===== config.mk =====
export PLATFORM = sky130hd
export DESIGN_NAME = lcd_reader
export DESIGN_NICKNAME = d
export VERILOG_FILES = /design/src/rtl/lcd_reader.sv
export SDC_FILE = /design/constraint.sdc
export NUM_CORES = 1
export LEC_CHECK = 0
export CORE_MARGIN = 2
export CORE_UTILIZATION = 30
export CTS_BUF_LIST = sky130_fd_sc_hd__clkbuf_16
export DETAILED_ROUTE_END_ITERATION = 8
export PLACE_DENSITY = 0.6
export SLEW_MARGIN = 20
export SYNTH_ARGS = -nofsm -noshare
export SYNTH_HDL_FRONTEND = slang
export SYNTH_SLANG_ARGS = --single-unit

===== constraint.sdc =====
create_clock -name clk -period 4.9 [get_ports clk]
set_clock_uncertainty 0.15 [all_clocks]
set_input_delay 0.735 -clock clk [delete_from_list [all_inputs] [get_ports clk]]
set_output_delay 0.735 -clock clk [all_outputs]
set_load 0.005 [all_outputs]

===== src/rtl/lcd_reader.sv =====
// lcd_reader: RW=1 read engine for an HD44780-style 8-bit LCD bus (busy-flag/address and data reads).
// Define LCD_READ_TIMEOUT_EN to bound busy-flag polling to POLL_LIMIT reads per transaction.
module lcd_reader #(
  parameter int unsigned SETUP_CYCLES   = 1,
  parameter int unsigned EN_HIGH_CYCLES = 2,
  parameter int unsigned POLL_LIMIT     = 255
) (
  input  logic       clk,
  input  logic       rst,
  input  logic       start,
  input  logic       regSel,
  input  logic       pollBusy,
  input  logic [7:0] lcdDataIn,
  output logic       RS,
  output logic       RW,
  output logic       enableOut,
  output logic       busy,
  output logic [7:0] dataOut,
  output logic       busyFlag,
  output logic [6:0] addr,
  output logic       valid,
  output logic       timeout
);

  if (SETUP_CYCLES < 1 || SETUP_CYCLES > 15 || EN_HIGH_CYCLES < 1 || EN_HIGH_CYCLES > 15 ||
      POLL_LIMIT < 1 || POLL_LIMIT > 255) begin : g_bad_param
    $error("lcd_reader: parameter out of range");
  end

  localparam logic [3:0] SETUP_LAST = 4'(SETUP_CYCLES - 1);
  localparam logic [3:0] EN_LAST    = 4'(EN_HIGH_CYCLES - 1);

  typedef enum logic [2:0] {IDLE, SETUP, EN_HIGH, HOLD, DONE} state_t;

  state_t     state;
  state_t     stateNext;
  logic [3:0] cnt;
  logic       regSelQ;
  logic       pollQ;
  logic [7:0] capture;

`ifdef LCD_READ_TIMEOUT_EN
  localparam logic [7:0] POLL_LAST = 8'(POLL_LIMIT - 1);
  logic [7:0] pollCnt;
  logic       timedOut;
  logic       limitHit;
`endif

  always_comb begin
    stateNext = state;
`ifdef LCD_READ_TIMEOUT_EN
    limitHit  = 1'b0;
`endif
    case (state)
      IDLE:    if (start) stateNext = SETUP;
      SETUP:   if (cnt == SETUP_LAST) stateNext = EN_HIGH;
      EN_HIGH: if (cnt == EN_LAST) stateNext = HOLD;
      HOLD: begin
        if (pollQ && capture[7]) begin
`ifdef LCD_READ_TIMEOUT_EN
          // pollCnt counts completed busy reads before this one
          if (pollCnt == POLL_LAST) begin
            limitHit  = 1'b1;
            stateNext = DONE;
          end else begin
            stateNext = SETUP;
          end
`else
          stateNext = SETUP;
`endif
        end else begin
          stateNext = DONE;
        end
      end
      DONE:    stateNext = IDLE;
      default: stateNext = IDLE;
    endcase
  end

  always_comb begin
    RW        = (state != IDLE);
    busy      = (state != IDLE);
    RS        = regSelQ & (state != IDLE);
    enableOut = (state == EN_HIGH);
    valid     = (state == DONE);
`ifdef LCD_READ_TIMEOUT_EN
    timeout   = (state == DONE) & timedOut;
`else
    timeout   = 1'b0;
`endif
  end

  always_ff @(posedge clk) begin
    if (!rst) begin
      state    <= IDLE;
      cnt      <= '0;
      regSelQ  <= 1'b0;
      pollQ    <= 1'b0;
      capture  <= '0;
      dataOut  <= '0;
      busyFlag <= 1'b0;
      addr     <= '0;
`ifdef LCD_READ_TIMEOUT_EN
      pollCnt  <= '0;
      timedOut <= 1'b0;
`endif
    end else begin
      state <= stateNext;
      if (stateNext == state && (state == SETUP || state == EN_HIGH))
        cnt <= cnt + 4'd1;
      else
        cnt <= '0;
      if (state == IDLE && start) begin
        regSelQ <= regSel;
        pollQ   <= pollBusy & ~regSel;
      end
      if (state == EN_HIGH && cnt == EN_LAST)
        capture <= lcdDataIn;
      // outputs load on entry to DONE so they are already valid during the valid pulse
      if (state == HOLD && stateNext == DONE) begin
        dataOut <= capture;
        if (!regSelQ) begin
          busyFlag <= capture[7];
          addr     <= capture[6:0];
        end
      end
`ifdef LCD_READ_TIMEOUT_EN
      if (state == IDLE && start) begin
        pollCnt  <= '0;
        timedOut <= 1'b0;
      end else if (state == HOLD && stateNext == SETUP) begin
        pollCnt <= pollCnt + 8'd1;
      end
      if (state == HOLD && stateNext == DONE)
        timedOut <= limitHit;
`endif
    end
  end

endmodule


==> metrics.md <==
| Metric | Value |
|---|---|
| Power Total | 0.7443 mW |
| Tcrit/Tclk final | 52.57% |
| GRT met2 Usage | 18.78% |
| H-Tree Depth | 2 |
| Vias in the first global route | 1157 |
| RSZ-0062 raised after global routing | no |
| Combinational fraction of design power | 8.7% |
| Global Route met3 Usage | 4.336% |
| Clk pwr share | 53.8% |
| Hold crit path type | register to register |
| Distinct cell type count after synthesis | 32 |
| CTS Buffer Depth | 2 |
| Final Hold Viols | 0 |
| Post-CTS Setup Bufs | 0 |
| VDD IR max | 0.1513 mV |
| Clk sinks | 33 |
| Post-Synthesis Cells | between 150 and 200 |
| Synthesis warning total | 0 |
| # port buffers | 33 |
| Post-placement cell area | 1842 um^2 |
| Initial Util | 31.37% |
| Initial antenna violation count | 0 |
| DIE AREA | between 5000 and 6000 um^2 |
| Io pins | 35 |
| Count of max-cap constraint violations | 0 |
| Switching pwr | 0.1509 mW |
| GP Congestion | 0.7145 |
| Drt drc | 0 |
| Post-synth EDFFs | 0 |
| Area grow syn2layout | 36.24% |
| Largest area contributor in the netlist | dfxtp_1 |
| CTS resizes | 0 |
| Syn avg cell area | 9.264 um^2 |
| Status | complete, no violations |
| Total wire length | approximately 3.2 mm |
| Worst path required time | 4010 ps |
| Fin util | between 40 and 50% |
| Peak Freq | 388.2 MHz |
| Switching portion of total power | roughly a fifth |
| DIE HEIGHT | 74.51 um |
| Worst Path Class, Setup | register to output pin |
| Synthesized Nets | 177 |
| Crit path max fanout | 9 |
| Largest net degree at the start of global routing | 37 |
| Vias | 1174 |
| Most frequent cells after synthesis | dfxtp_1, nand3_1, a21boi_0, nand2_1, o21ai_0 |
| Ys flop type | dfxtp_1 |
| Crit path DAT | about 1700 ps |
| Row count | 25 |
| Most instantiated library cell after synthesis | dfxtp_1 |
| Pwr Density | 366.3 nW/um^2 |
| Mapped Area | 1491 um^2 |
| Setup WS pre-CTS | 2615 ps |
| Leak | 0.6943 nW |
| Final setup viols | 0 |
| Hold_buf cts | 0 |
| DRT Pass-1 Iters | 4 |
| Internal | 0.5934 mW |
| Busiest metal layer after global routing | met2 |
| DIE WIDTH | ~75 um |
| Min cycle time layout | ~2600 ps |
| Startpoint class of the critical path | register |
| Clock buffer count from CTS | 5 |
| Root buffer cell | clkbuf_16 |
| Antenna-violating nets left | 0 |
| Reg clk slew, reported paths | 50 ps |
| Sequential cell area fraction in the yosys report | 44.30% |
| Yosys reg bits | 33 |
| Gr usage total | 12.81% |
| Worst Tran Pin Value | 795.4 ps |
| Met1 usage | 17.47% |
| Share of cells above drive strength 1 | 7.368% |
| ANT cells | 0 |
| Top-area cell type share of the netlist area | 44.30% |
| Total negative slack | 0 ps |
| # nets final | 205 |
| CTS tree | yes |
| Vias per cell | 4.568 |
| Worst Setup End Kind | output pin |
| First-pass GRT wire length | 5.402 mm |
| Async SR Flop Fraction | 0% |
| Worst-Skew Late Latency | 270 ps |
| Final slew viol count | 0 |
| Total grt overflow | 0 |
| Core area | 4755 um^2 |
| Routed len/inst | 12.39 um |
| Design area | 2032 um^2 |
| HPWL Detailed | 2.237 mm |
| Slew HR | 46.84% |
| Dominant cells by area after synthesis | dfxtp_1, a21boi_0, mux2i_1 |
| Worst setup margin | about 2300 ps |
| Flop pwr share | 37.4% |
| Drt initial violations | 69 |
==> layer usage <==
metal | part of all wire [%] | wire length [um]
met5 | 0 | 0
met1 | 51 | 1637
met4 | 0.82 | 26
met3 | 4.3 | 138
met2 | 43 | 1382
==> logic make-up (layout without fill, tap and decap cells) <==
| group | Yosys count | count (layout) | share of synthesized area [%] |
|---|---|---|---|
| flip-flops | 33 | 33 | 44.30 |
| AO/OA/AOI/OAI | 39 | 39 | 17.53 |
| other | 1 | 1 | 0.2514 |
| buffers and inverters | 15 | 44 | 5.285 |
| XOR/XNOR | 2 | 2 | 1.175 |
| multiplexers | 10 | 10 | 6.712 |
| AND/OR/NAND/NOR | 58 | 58 | 22.23 |
| adder cells (fa/ha/maj) | 3 | 3 | 2.517 |
==> worst paths after layout <==
| path | start | endpoint | slack [ps] | cells past startpoint |
|---|---|---|---|---|
| worst max-delay path | state[2] | RS | 2320 | 3 |
| worst min-delay path | addr[4] | addr[4] | 300 | 2 |
| worst min register to register | addr[4] | addr[4] | 300 | 2 |
| worst max register to register | cnt[0] | cnt[3] | 3070 | 4 |
==> power groups by stage <==
stage / Combinational (mW) / Sequential (mW) / Clock (mW)
2_1_floorplan: 0.0465 / 0.281 / 0
3_3_place_gp: 0.0654 / 0.284 / 0
3_5_place_dp: 0.0653 / 0.284 / 0
4_1_cts: 0.0657 / 0.278 / 0.409
5_1_grt: 0.0708 / 0.279 / 0.419
6_report: 0.0651 / 0.279 / 0.401
==> registers in the layout, indices dropped and copies added, names as in the netlist <==
signal    flops
addr          7
busyFlag      1
capture       8
cnt           4
dataOut       8
pollQ         1
regSelQ       1
state         3
==> metrics by stage <==
step                      hold slack [ps]  instances
after floorplan                     297.8        161
after global placement              294.0        249
after detailed placement            296.9        249
after CTS                           307.6        257
after global routing                326.0        257
final                               303.5        257
==> critical path, cell delays in order, from the launching register on <==
cell and delay (ps):
dfxtp_1 390, or3_1 430, and2_1 170, clkdlybuf4s50_1 430
==> final cells by class <==
class / instances / area (um^2)
fillers: 506 / 2723
multi-input cells: 113 / 752.0
flip-flops and latches: 33 / 660.6
repair buffers: 34 / 337.8
clock buffers: 5 / 125.1
well taps: 67 / 83.83
clock inverters: 3 / 65.06
inverters: 2 / 7.507
==> cells in the final DEF (no fill, tap or decap), drive strengths merged <==
cell / count
a21bo: 1
a21boi: 17
a21oi: 3
a22oi: 1
and2: 1
and3: 1
buf: 1
bufinv: 2
clkbuf: 5
clkdlybuf4s50: 33
clkinv: 1
conb: 1
dfxtp: 33
ha: 3
inv: 2
mux2i: 10
nand2: 16
nand2b: 3
nand3: 18
nor2: 1
nor2b: 6
nor3: 4
nor3b: 3
nor4b: 2
o211ai: 1
o21ai: 16
or3: 1
or3b: 1
or4b: 1
xnor2: 1
xor2: 1
Note: power is estimated with default switching activity, not from simulation.
